**src/rtl/gtreset_seq_pkg.sv**
```systemverilog
// Shared types and defaults for the GT reset master sequencer.
// The optional re-arm feature is enabled by GTRESET_SEQ_REARM_EN in gtreset_seq.sv.
package gtreset_seq_pkg;

    typedef enum logic [2:0] {
        ST_IDLE = 3'd0,
        ST_REQ  = 3'd1,
        ST_WAIT = 3'd2,
        ST_GAP  = 3'd3,
        ST_DONE = 3'd4,
        ST_FAIL = 3'd5
    } state_e;

    localparam int TOUT_W = 20;
    localparam int GAP_W  = 16;

    localparam logic [TOUT_W-1:0] DEF_TIMEOUT  = 20'd500000;
    localparam logic [GAP_W-1:0]  DEF_GAPLEN   = 16'd64;
    localparam int                DEF_MAXRETRY = 3;
    localparam int                DEF_RETRYW   = 2;

endpackage

```
**src/rtl/gtreset_seq_timer.sv**
```systemverilog
// Loadable down-counter that holds at zero; used for the stage timeout and the settle gap.
module gtreset_seq_timer #(
    parameter int W = 16
) (
    input  logic         clk_i,
    input  logic         rst_i,
    input  logic         load_i,
    input  logic [W-1:0] load_val_i,
    input  logic         en_i,
    output logic         zero_o
);

    logic [W-1:0] count_q;
    logic [W-1:0] count_d;

    // Load has priority over decrement; the count never wraps below zero.
    always_comb begin
        count_d = count_q;
        if (load_i) begin
            count_d = load_val_i;
        end else if (en_i && (count_q != {W{1'b0}})) begin
            count_d = count_q - {{(W-1){1'b0}}, 1'b1};
        end else begin
            count_d = count_q;
        end
    end

    // Count register with synchronous reset.
    always_ff @(posedge clk_i) begin
        if (rst_i) begin
            count_q <= {W{1'b0}};
        end else begin
            count_q <= count_d;
        end
    end

    assign zero_o = (count_q == {W{1'b0}});

endmodule

```
**src/rtl/gtreset_seq.sv**
```systemverilog
// Master GT reset sequencer: requests each stage in order, with timeout, retry and settle gap.
// Define GTRESET_SEQ_REARM_EN to re-sequence from a stage whose done level falls while DONE.
module gtreset_seq
    import gtreset_seq_pkg::*;
#(
    parameter int                NSTAGE   = 4,
    parameter int                STAGEW   = 2,
    parameter logic [TOUT_W-1:0] TIMEOUT  = DEF_TIMEOUT,
    parameter logic [GAP_W-1:0]  GAPLEN   = DEF_GAPLEN,
    parameter int                MAXRETRY = DEF_MAXRETRY,
    parameter int                RETRYW   = DEF_RETRYW
) (
    input  logic              stableclk,
    input  logic              reset,
    input  logic              start,
    input  logic [NSTAGE-1:0] stage_done,
    input  logic [NSTAGE-1:0] stage_donestrobe,
    output logic [NSTAGE-1:0] stage_req,
    output logic              busy,
    output logic              all_done,
    output logic              all_done_strobe,
    output logic              fail,
    output logic [STAGEW-1:0] fail_stage,
    output logic [STAGEW-1:0] cur_stage,
    output logic [RETRYW-1:0] retry_cnt
);

    function automatic logic [NSTAGE-1:0] stage_onehot(input logic [STAGEW-1:0] idx);
        logic [NSTAGE-1:0] v;
        v = {NSTAGE{1'b0}};
        for (int i = 0; i < NSTAGE; i++) begin
            v[i] = (idx == STAGEW'(i));
        end
        return v;
    endfunction

    state_e            state_q, state_d;
    logic [STAGEW-1:0] cur_q, cur_d;
    logic [RETRYW-1:0] retry_q, retry_d;
    logic [STAGEW-1:0] fail_stage_q, fail_stage_d;
    logic [NSTAGE-1:0] stage_req_q;
    logic              busy_q;
    logic              all_done_q;
    logic              all_done_strobe_q;
    logic              fail_q;

    logic              strobe_s;
    logic              tout_load_s, tout_en_s, tout_zero_s;
    logic              gap_load_s, gap_en_s, gap_zero_s;
    logic              rearm_s;
    logic [STAGEW-1:0] rearm_stage_s;

    assign strobe_s = |(stage_donestrobe & stage_onehot(cur_q));

`ifdef GTRESET_SEQ_REARM_EN
    function automatic logic [STAGEW-1:0] lowest_set(input logic [NSTAGE-1:0] v);
        logic [STAGEW-1:0] idx;
        idx = {STAGEW{1'b0}};
        for (int i = NSTAGE - 1; i >= 0; i--) begin
            if (v[i]) begin
                idx = STAGEW'(i);
            end else begin
                idx = idx;
            end
        end
        return idx;
    endfunction

    logic [NSTAGE-1:0] done_prev_q;
    logic [NSTAGE-1:0] done_fall_s;

    // Previous stage_done levels; cleared by reset so no edge is seen right after it.
    always_ff @(posedge stableclk) begin
        if (reset) begin
            done_prev_q <= {NSTAGE{1'b0}};
        end else begin
            done_prev_q <= stage_done;
        end
    end

    assign done_fall_s   = done_prev_q & ~stage_done;
    assign rearm_s       = |done_fall_s;
    assign rearm_stage_s = lowest_set(done_fall_s);
`else
    logic unused_stage_done_s;
    assign unused_stage_done_s = ^stage_done;
    assign rearm_s             = 1'b0;
    assign rearm_stage_s       = {STAGEW{1'b0}};
`endif

    gtreset_seq_timer #(.W(TOUT_W)) u_tout (
        .clk_i      (stableclk),
        .rst_i      (reset),
        .load_i     (tout_load_s),
        .load_val_i (TIMEOUT),
        .en_i       (tout_en_s),
        .zero_o     (tout_zero_s)
    );

    gtreset_seq_timer #(.W(GAP_W)) u_gap (
        .clk_i      (stableclk),
        .rst_i      (reset),
        .load_i     (gap_load_s),
        .load_val_i (GAPLEN),
        .en_i       (gap_en_s),
        .zero_o     (gap_zero_s)
    );

    // Next-state logic; start in any non-idle state restarts from stage 0.
    always_comb begin
        state_d      = state_q;
        cur_d        = cur_q;
        retry_d      = retry_q;
        fail_stage_d = fail_stage_q;
        tout_load_s  = 1'b0;
        tout_en_s    = 1'b0;
        gap_load_s   = 1'b0;
        gap_en_s     = 1'b0;
        if (start) begin
            state_d = ST_REQ;
            cur_d   = {STAGEW{1'b0}};
            retry_d = {RETRYW{1'b0}};
            if (state_q == ST_REQ) begin
                tout_load_s = 1'b1;
            end else begin
                tout_load_s = 1'b0;
            end
        end else begin
            case (state_q)
                ST_IDLE: begin
                    state_d = ST_IDLE;
                end
                ST_REQ: begin
                    tout_load_s = 1'b1;
                    state_d     = ST_WAIT;
                end
                ST_WAIT: begin
                    // A strobe on the expiry cycle still counts as done.
                    if (strobe_s) begin
                        gap_load_s = 1'b1;
                        state_d    = ST_GAP;
                    end else if (tout_zero_s) begin
                        if (retry_q < RETRYW'(MAXRETRY)) begin
                            retry_d = retry_q + {{(RETRYW-1){1'b0}}, 1'b1};
                            state_d = ST_REQ;
                        end else begin
                            fail_stage_d = cur_q;
                            state_d      = ST_FAIL;
                        end
                    end else begin
                        tout_en_s = 1'b1;
                    end
                end
                ST_GAP: begin
                    if (gap_zero_s) begin
                        if (cur_q == STAGEW'(NSTAGE - 1)) begin
                            state_d = ST_DONE;
                        end else begin
                            cur_d   = cur_q + {{(STAGEW-1){1'b0}}, 1'b1};
                            retry_d = {RETRYW{1'b0}};
                            state_d = ST_REQ;
                        end
                    end else begin
                        gap_en_s = 1'b1;
                    end
                end
                ST_DONE: begin
                    if (rearm_s) begin
                        cur_d   = rearm_stage_s;
                        retry_d = {RETRYW{1'b0}};
                        state_d = ST_REQ;
                    end else begin
                        state_d = ST_DONE;
                    end
                end
                ST_FAIL: begin
                    state_d = ST_FAIL;
                end
                default: begin
                    state_d = ST_IDLE;
                end
            endcase
        end
    end

    // State and registered outputs; outputs are decoded from the next state so they align with it.
    always_ff @(posedge stableclk) begin
        if (reset) begin
            state_q           <= ST_IDLE;
            cur_q             <= {STAGEW{1'b0}};
            retry_q           <= {RETRYW{1'b0}};
            fail_stage_q      <= {STAGEW{1'b0}};
            stage_req_q       <= {NSTAGE{1'b0}};
            busy_q            <= 1'b0;
            all_done_q        <= 1'b0;
            all_done_strobe_q <= 1'b0;
            fail_q            <= 1'b0;
        end else begin
            state_q           <= state_d;
            cur_q             <= cur_d;
            retry_q           <= retry_d;
            fail_stage_q      <= fail_stage_d;
            stage_req_q       <= (state_d == ST_REQ) ? stage_onehot(cur_d) : {NSTAGE{1'b0}};
            busy_q            <= (state_d == ST_REQ) || (state_d == ST_WAIT) || (state_d == ST_GAP);
            all_done_q        <= (state_d == ST_DONE);
            all_done_strobe_q <= (state_d == ST_DONE) && (state_q != ST_DONE);
            fail_q            <= (state_d == ST_FAIL);
        end
    end

    assign stage_req       = stage_req_q;
    assign busy            = busy_q;
    assign all_done        = all_done_q;
    assign all_done_strobe = all_done_strobe_q;
    assign fail            = fail_q;
    assign fail_stage      = fail_stage_q;
    assign cur_stage       = cur_q;
    assign retry_cnt       = retry_q;

endmodule

```
**config.mk**
```make
export PLATFORM = sky130hd
export DESIGN_NAME = gtreset_seq
export DESIGN_NICKNAME = d
export VERILOG_FILES = /design/src/rtl/gtreset_seq_pkg.sv /design/src/rtl/gtreset_seq_timer.sv /design/src/rtl/gtreset_seq.sv
export SDC_FILE = /design/constraint.sdc
export NUM_CORES = 1
export LEC_CHECK = 0
export CAP_MARGIN = 20
export CORE_MARGIN = 5
export CORE_UTILIZATION = 61
export CTS_CLUSTER_DIAMETER = 40
export DETAILED_ROUTE_END_ITERATION = 8
export GPL_TIMING_DRIVEN = 0
export PLACE_DENSITY = 0.84
export SLEW_MARGIN = 10
export SYNTH_ARGS = -nofsm -noshare
export SYNTH_HDL_FRONTEND = slang
export SYNTH_SLANG_ARGS = --single-unit
```
**constraint.sdc**
```tcl
create_clock -name stableclk -period 3.7 [get_ports stableclk]
set_input_delay 0.925 -clock stableclk [delete_from_list [all_inputs] [get_ports stableclk]]
set_output_delay 0.925 -clock stableclk [all_outputs]
set_load 0.01 [all_outputs]
```
==> impl_table.tex, run 1 <==
\begin{tabular}{lr}
\hline
Metric & Value \\
\hline
\multicolumn{2}{l}{\textbf{Critical path}} \\
\quad Delay contributed by the slowest stage of the critical path & 0.53 ns \\
\quad Worst setup path category & in -> reg \\
\quad Worst reg2reg path startpoint & cur\_stage[0] \\
\quad Reg2reg end & stage\_req[0] \\
\quad Critical Path Source & stage\_donestrobe[2] \\
\quad Critical path's slowest cell & sky130\_fd\_sc\_hd\_\_o31ai\_1 \\
\quad Buffer and inverter count on the worst path & 1 \\
\quad Kind of launch point of the worst setup path & input port \\
\quad Kind of cell adding the most delay to the critical path & compound AO/OA/AOI/OAI gates \\
\quad Slack of the worst reg-to-reg path & 1.22 ns \\
\quad Endpoint kind of the worst setup timing path & flip-flop \\
\quad Number of cells traversed by the worst register-to-register path & 6 \\
\quad Logic depth of the worst setup path including buffers & 7 \\
\quad Highest fanout seen on the critical path & 5 \\
\quad Critical path arrival & 3.18 ns \\
\quad Critical Path, Cell by Cell & clkdlybuf4s50\_1, mux4\_2, nand2\_1, o21ai\_0, o31ai\_1, nand3\_1, nor4\_1 \\
\quad End of the critical path & stage\_req[0] \\
\quad Required time worst endpoint & 3.92 ns \\
\multicolumn{2}{l}{\textbf{Logic synthesis}} \\
\quad Number of enable flip-flop cells after synthesis & 0 \\
\quad Number of different library cells in the post-synthesis netlist & 53 \\
\quad Mapped Avg Cell Area & 8.99 sq um \\
\quad Synthesized-area fraction occupied by and/or/nand/nor cells & 29.8\% \\
\quad Mapped Area & 2560 sq um \\
\quad Area leader, netlist & sky130\_fd\_sc\_hd\_\_dfxtp\_1 \\
\quad Synthesized-area fraction occupied by ao, oa, aoi and oai cells & 12.1\% \\
\quad Area share of fa/ha/maj cells after synthesis & 2.93\% \\
\quad XOR/XNOR Fraction of Synth Area & 8.89\% \\
\quad Share of the synthesized area in the top cell type & 41.4\% \\
\quad Top flip-flop cell by instance count after synthesis & sky130\_fd\_sc\_hd\_\_dfxtp\_1 \\
\quad \#FFs+latches synth & 53 \\
\quad Yosys synthesis warning count & 0 \\
\quad Share of synthesized registers carrying an async set or reset & 0\% \\
\quad Share of synthesized area occupied by flip-flops and latches & 41.4\% \\
\quad Net count of the mapped netlist & 302 \\
\quad Largest cells by area after synthesis & sky130\_fd\_sc\_hd\_\_dfxtp\_1 41\%, sky130\_fd\_sc\_hd\_\_xnor2\_1 6.2\%, sky130\_fd\_sc\_hd\_\_nor2\_1 5.7\% \\
\quad Gate count after technology mapping & 285 \\
\quad Count leader, synth & sky130\_fd\_sc\_hd\_\_dfxtp\_1 \\
\quad Share of synthesized area spent on multiplexers & 2.05\% \\
\quad Combinational family with the most area after synthesis & simple AND/OR/NAND/NOR gates \\
\quad Ranking of synthesized cells by instance count & 53 x sky130\_fd\_sc\_hd\_\_dfxtp\_1, 39 x sky130\_fd\_sc\_hd\_\_nor2\_1, 23 x sky130\_fd\_sc\_hd\_\_a21oi\_1 \\
\multicolumn{2}{l}{\textbf{Timing}} \\
\quad Shortest period the worst path allows & 2.96 ns \\
\quad Skew final & 0.00736 ns \\
\quad Transition time at the pin with the least slew margin & 0.986 ns \\
\quad Final hold vios & 0 \\
\quad Number of endpoints failing setup at the final stage & 0 \\
\quad Max Slew Vio Count & 0 \\
\quad Maximum clock frequency & 0.338 GHz \\
\quad Slew HR & 33.8\% \\
\quad Setup\_tns & 0 ns \\
\quad RSZ-0062 raised after global routing & no \\
\quad Part of the cycle the worst path needs & 79.9\% \\
\multicolumn{2}{l}{\textbf{Final layout}} \\
\quad Number of nets in the finished design & 328 \\
\quad Fill count & 315 \\
\quad FF/Latch Area & 1060 sq um \\
\quad Post-Layout Inst Area & 2940 sq um \\
\quad Antenna Diode Count & 0 \\
\quad Area of the multi-input gates & 1430 sq um \\
\quad Area delta synth->final & 14.6\% \\
\quad Share of cells above drive strength 1 & 10.3\% \\
\multicolumn{2}{l}{\textbf{Pwr}} \\
\quad Pwr/cell area & 364 nW/um\^{}2 \\
\quad Worst-case vdd ir drop & 0.000254 V \\
\quad Static leakage & 1.04 nW \\
\multicolumn{2}{l}{\textbf{Placed design}} \\
\quad I/O Buffers & 19 \\
\quad Cell area after placement & 2820 sq um \\
\quad Placer's final routability congestion estimate & 0.899 \\
\quad Detailed placer's ending HPWL & 3.96 mm \\
\multicolumn{2}{l}{\textbf{Min path}} \\
\quad Hold path start & u\_tout.count\_q[10] \\
\quad Class of the worst hold path & reg -> reg \\
\quad Min-Delay Path Depth & 2 \\
\multicolumn{2}{l}{\textbf{CTS}} \\
\quad Clock transition at the register clock pins on the worst setup and hold paths after CTS & 0.09 ns \\
\quad Number of CTS-inserted buffers & 5 \\
\quad Latest clock arrival within the worst-skew pair & 0.31 ns \\
\quad Number of post-CTS setup repair buffers & 0 \\
\quad Gates resized, CTS repair & 0 \\
\quad Hold-fix buffer count after cts & 0 \\
\quad Clock tree from TritonCTS & done \\
\quad Count of clock tree sinks & 53 \\
\quad Master cell of the clock root buffer & sky130\_fd\_sc\_hd\_\_clkbuf\_8 \\
\quad Buffer levels on the longest clock path & 2 \\
\quad Maximum level of the CTS H-tree & 2 \\
\multicolumn{2}{l}{\textbf{Detailed routing}} \\
\quad Vias per inst & 5.96 \\
\quad Remaining antenna violation count & 0 \\
\quad Iteration count of the initial detailed-routing pass & 4 \\
\quad Via count & 2158 \\
\quad Routed wire length & 5.43 mm \\
\quad Remaining design rule violation count & 0 \\
\quad Number of design-rule violations left by the first detailed-router iteration & 176 \\
\quad Detail-routed net length per standard cell & 15.0 um \\
\multicolumn{2}{l}{\textbf{Run status}} \\
\quad Result of the run & complete, no violations \\
\multicolumn{2}{l}{\textbf{Floorplanning}} \\
\quad Std-Cell Core Area & 4030 sq um \\
\quad I/O pin count & 25 \\
\quad Total Die Area & 5600 sq um \\
\quad Die Wd & 74.8 um \\
\quad Number of standard-cell rows in the floorplan & 23 \\
\quad Initial core utilization & 63.6\% \\
\quad Die height & 74.8 um \\
\multicolumn{2}{l}{\textbf{GRT}} \\
\quad Number of global-route vias before repair & 2027 \\
\quad Global-route wire length before repair & 9.14 mm \\
\quad Maximum number of pins on one net before global-route repair & 17 \\
\quad Gr usage total & 21.2\% \\
\quad Number of antenna violations at the first check in global routing & 0 \\
\quad Leftover overflow at the end of global routing & 0 \\
\multicolumn{2}{l}{\textbf{Run}} \\
\quad Reported max-cap violation count & 0 \\
\hline
\end{tabular}
-- sequential cells by signal, indices dropped and copies added (netlist names) --
name             cells
all_done_strobe      1
busy                 1
u_tout.count_q      20
fail_stage           2
all_done             1
fail                 1
u_gap.count_q       16
retry_cnt            2
stage_req            4
cur_stage            2
state_q              3
-- logic make-up (layout without fill, tap and decap cells) --
kind of cell / count (synthesis) / count (layout)
fa+ha+maj: 6 / 6
compound gates: 49 / 49
xor+xnor: 26 / 26
mux: 4 / 4
flops: 53 / 53
simple gates: 131 / 131
buf+inv: 16 / 43
-- worst min path at each step --
stage	endpoint
4_1_cts	u_gap.count_q[8]
5_1_grt	u_gap.count_q[8]
2_1_floorplan	u_gap.count_q[8]
6_report	u_tout.count_q[10]
3_5_place_dp	u_gap.count_q[8]
3_3_place_gp	u_gap.count_q[8]
-- final cells by class --
class / instances / area share [%]
clock buffer: 6 / 2.81
tap: 50 / 2.13
timing repair buffer: 19 / 6.48
inverter: 8 / 1.02
clock inverter: 2 / 1.28
multi-input combinational: 216 / 48.6
sequential: 53 / 36.1
buffer: 8 / 1.49
-- tightest hold or removal path, delay by kind of cell (launching register included) --
kind | cells | cell delay, ns
AO/OA/AOI/OAI | 2 | 0.12
flip-flops | 1 | 0.33
-- layout by cell type (no fill, tap or decap), drive strengths merged, types with 4 or more instances in the layout --
cell type,instances
xnor2,18
o31ai,4
nor4,15
ha,6
o21ai,8
nor2,39
clkdlybuf4s50,19
or3,7
dfxtp,53
buf,4
nor3,15
a21oi,23
nand4,5
inv,8
clkbuf,10
nand2b,7
or4,5
xor2,8
nand3,8
nand2,8
-- metrics by stage --
| stage | setup WS [ns] | cells | hold WS, ns | util [%] | total power, W |
|---|---|---|---|---|---|
| after floorplan | 1.15 | 285 | 0.444 | - | 0.000650 |
| after global placement | 0.533 | 354 | 0.453 | 69.9 | 0.000670 |
| after detailed placement | 0.494 | 354 | 0.459 | 69.9 | 0.000671 |
| after CTS | 0.792 | 362 | 0.477 | 72.9 | 0.00107 |
| after global routing | 0.614 | 362 | 0.507 | 72.9 | 0.00111 |
| final | 0.744 | 362 | 0.483 | 72.9 | 0.00107 |
-- routing by layer --
metal	vias to the layer above	share of wire [%]	track usage [%]
met3	13	6.0	5.61
met4	0	2.1	9.49
met5	-	0	0
met2	65	49	34.6
li1	1085	-	-
met1	995	43	26.3
-- power breakdown --
group / internal (W) / leakage (nW) / switching, W
registers: 0.000577 / 0.428 / 0.00000750
clock network: 0.000220 / 0.0574 / 0.000188
logic: 0.0000311 / 0.551 / 0.0000438
Power figures use the tool's default switching activity.
==> inputs of run 2 (changes only) <==
Settings changed: CORE_UTILIZATION 61 to 56, PLACE_DENSITY 0.84 to 0.78.
Clock period 3.7 ns to 2.8 ns, I/O delays scaled along.
==> run 2 against run 1 <==
  * Global-route usage fell by 2.7 points
  * Worst hold slack got worse by 0.0093 ns
  * Critical path type unchanged
  * Total power up 26%
  * Critical endpoint is now u_tout.count_q[11]
==> impl_table.tex, run 2 (synthesis results as in run 1) <==
\begin{tabular}{lr}
\hline
Metric & Value \\
\hline
\multicolumn{2}{l}{\textbf{Critical path}} \\
\quad End of the critical path & u\_tout.count\_q[11] \\
\quad Critical Path, Cell by Cell & clkdlybuf4s50\_1, mux4\_2, nor2\_2, o211ai\_1, buf\_4, or3\_2, a21oi\_1 \\
\quad Slack of the worst reg-to-reg path & 0.33 ns (-0.89 ns) \\
\quad Worst reg2reg path startpoint & u\_tout.count\_q[11] \\
\quad Critical path's slowest cell & sky130\_fd\_sc\_hd\_\_mux4\_2 \\
\quad Kind of launch point of the worst setup path & input port \\
\quad Critical Path Source & stage\_donestrobe[0] \\
\quad Highest fanout seen on the critical path & 10 (+5) \\
\quad Reg2reg end & u\_tout.count\_q[16] \\
\quad Endpoint kind of the worst setup timing path & flip-flop \\
\quad Critical path arrival & 2.80 ns (-0.38 ns) \\
\quad Required time worst endpoint & 3.04 ns (-0.88 ns) \\
\quad Number of cells traversed by the worst register-to-register path & 7 (+1) \\
\quad Delay contributed by the slowest stage of the critical path & 0.50 ns (-0.03 ns) \\
\quad Worst setup path category & in -> reg \\
\multicolumn{2}{l}{\textbf{Run status}} \\
\quad Result of the run & complete, no violations \\
\multicolumn{2}{l}{\textbf{CTS}} \\
\quad Number of post-CTS setup repair buffers & 0 (unchanged) \\
\quad Number of CTS-inserted buffers & 5 (unchanged) \\
\quad Clock tree from TritonCTS & done \\
\quad Hold-fix buffer count after cts & 0 (unchanged) \\
\quad Gates resized, CTS repair & 0 (unchanged) \\
\quad Master cell of the clock root buffer & sky130\_fd\_sc\_hd\_\_clkbuf\_8 \\
\quad Count of clock tree sinks & 53 (unchanged) \\
\quad Buffer levels on the longest clock path & 2 (unchanged) \\
\quad Clock transition at the register clock pins on the worst setup and hold paths after CTS & 0.09 ns (about the same) \\
\quad Latest clock arrival within the worst-skew pair & 0.31 ns (about the same) \\
\quad Maximum level of the CTS H-tree & 2 (unchanged) \\
\multicolumn{2}{l}{\textbf{Floorplanning}} \\
\quad I/O pin count & 25 (unchanged) \\
\quad Total Die Area & 6030 sq um (+7.7\%) \\
\quad Initial core utilization & 58.4\% (-5.2 points) \\
\quad Std-Cell Core Area & 4380 sq um (+8.8\%) \\
\quad Number of standard-cell rows in the floorplan & 24 (+4.3\%) \\
\quad Die height & 77.6 um (+3.8\%) \\
\quad Die Wd & 77.6 um (+3.8\%) \\
\multicolumn{2}{l}{\textbf{Timing}} \\
\quad Skew final & 0.00493 ns (-0.00243 ns) \\
\quad Max Slew Vio Count & 0 (unchanged) \\
\quad Shortest period the worst path allows & 2.56 ns \\
\quad Final hold vios & 0 (unchanged) \\
\quad PnR worst setup slack & 0.238 ns (-0.506 ns) \\
\quad Setup\_tns & 0 ns (unchanged) \\
\quad Slew HR & 36.8\% (+3.0 points) \\
\quad RSZ-0062 raised after global routing & no \\
\quad Number of endpoints failing setup at the final stage & 0 (unchanged) \\
\quad Transition time at the pin with the least slew margin & 0.941 ns (-0.0449 ns) \\
\quad Part of the cycle the worst path needs & 91.5\% \\
\quad Maximum clock frequency & 0.390 GHz \\
\multicolumn{2}{l}{\textbf{GRT}} \\
\quad Gr usage total & 18.5\% (-2.7 points) \\
\quad Global-route wire length before repair & 9.29 mm (+1.7\%) \\
\quad Leftover overflow at the end of global routing & 0 (unchanged) \\
\quad Number of global-route vias before repair & 1938 (-4.4\%) \\
\quad Number of antenna violations at the first check in global routing & 0 (unchanged) \\
\quad Maximum number of pins on one net before global-route repair & 16 (-1) \\
\multicolumn{2}{l}{\textbf{Final layout}} \\
\quad Number of nets in the finished design & 328 (unchanged) \\
\quad Antenna Diode Count & 0 (unchanged) \\
\quad Number of non-filler instances in the completed layout & 364 (+0.55\%) \\
\quad Share of cells above drive strength 1 & 10.9\% (+0.64 points) \\
\quad Area delta synth->final & 14.2\% \\
\quad Largest reg by FF count & u\_tout.count\_q \\
\quad Highest-count cells in the layout ignoring fill and taps & 53 x sky130\_fd\_sc\_hd\_\_dfxtp\_1, 38 x sky130\_fd\_sc\_hd\_\_nor2\_1, 23 x sky130\_fd\_sc\_hd\_\_a21oi\_1 \\
\quad Flip-flop count of the largest register, all copies and words added & 20 (unchanged) \\
\quad Most common cell after layout, fill and taps aside & sky130\_fd\_sc\_hd\_\_dfxtp\_1 \\
\quad Core utilization of the finished layout & 66.8\% (-6.1 points) \\
\multicolumn{2}{l}{\textbf{Detailed routing}} \\
\quad Via count & 2124 (-1.6\%) \\
\quad Remaining design rule violation count & 0 (unchanged) \\
\quad Remaining antenna violation count & 0 (unchanged) \\
\quad Detail-routed net length per standard cell & 14.7 um (-2.2\%) \\
\quad Vias per inst & 5.84 (-2.1\%) \\
\quad Iteration count of the initial detailed-routing pass & 4 (unchanged) \\
\quad Number of design-rule violations left by the first detailed-router iteration & 144 (-18\%) \\
\quad Routed wire length & 5.34 mm (-1.7\%) \\
\multicolumn{2}{l}{\textbf{Placed design}} \\
\quad Detailed placer's ending HPWL & 3.94 mm (-0.53\%) \\
\quad Worst setup slack after placement & -0.198 ns (-0.692 ns) \\
\quad Placer's final routability congestion estimate & 0.839 (-6.8\%) \\
\quad Cell count after placement & 356 (+0.56\%) \\
\quad I/O Buffers & 19 (unchanged) \\
\multicolumn{2}{l}{\textbf{Pwr}} \\
\quad Worst-case vdd ir drop & 0.000219 V (-14\%) \\
\quad Static leakage & 1.03 nW (-0.86\%) \\
\quad Overall power consumption & 0.00134 W (+26\%) \\
\quad Pwr/cell area & 459 nW/um\^{}2 (+26\%) \\
\multicolumn{2}{l}{\textbf{Run}} \\
\quad Reported max-cap violation count & 0 (unchanged) \\
\multicolumn{2}{l}{\textbf{Min path}} \\
\quad Class of the worst hold path & reg -> reg \\
\hline
\end{tabular}
run 2: layout make-up:
| type | count | area [sq um] |
|---|---|---|
| buffer | 8 | 43.8 |
| clock buffer | 7 | 96.3 |
| clock inverter | 1 | 5.00 |
| fill | 365 | 1460 |
| inverter | 8 | 30.0 |
| multi-input combinational | 216 | 1440 |
| sequential | 53 | 1060 |
| tap | 52 | 65.1 |
| timing repair buffer | 19 | 190 |
run 2: per-stage QoR:
step / hold slack (ns) / cell area, sq um
floorplan: 0.444 / 2560
global placement: 0.458 / 2820
detailed placement: 0.460 / 2820
CTS: 0.473 / 2920
global route: 0.510 / 2930
finish: 0.474 / 2930
run 2: metal layers:
metal / GRT usage (%) / routed length (um) / up-vias
li1: - / - / 1078
met1: 26.6 / 2550 / 987
met2: 27.9 / 2450 / 53
met3: 4.05 / 278 / 6
met4: 5.33 / 63 / 0
met5: 0 / 0 / -
run 2: worst min-delay path by stage:
stage / to / start / depth (start not counted)
2_1_floorplan: u_gap.count_q[8] / u_gap.count_q[8] / 2
3_3_place_gp: u_gap.count_q[8] / u_gap.count_q[8] / 2
3_5_place_dp: u_gap.count_q[8] / u_gap.count_q[8] / 2
4_1_cts: u_gap.count_q[8] / u_gap.count_q[8] / 2
5_1_grt: u_tout.count_q[10] / u_tout.count_q[10] / 2
6_report: u_gap.count_q[8] / u_gap.count_q[8] / 2
run 2: worst max-delay path: cells and delay by family:
kind | cells | cell delay (ns)
buffers and inverters | 2 | 0.64
AND/OR/NAND/NOR | 2 | 0.63
multiplexers | 1 | 0.50
AO/OA/AOI/OAI | 2 | 0.33
run 2: where the power goes:
part           internal, W  leakage, nW  switching [W]  total [W]
Sequential        0.000762        0.428      0.0000101   0.000772
Combinational    0.0000414        0.545      0.0000579  0.0000993
Clock             0.000224       0.0542       0.000247   0.000471
Total              0.00103         1.03       0.000315    0.00134
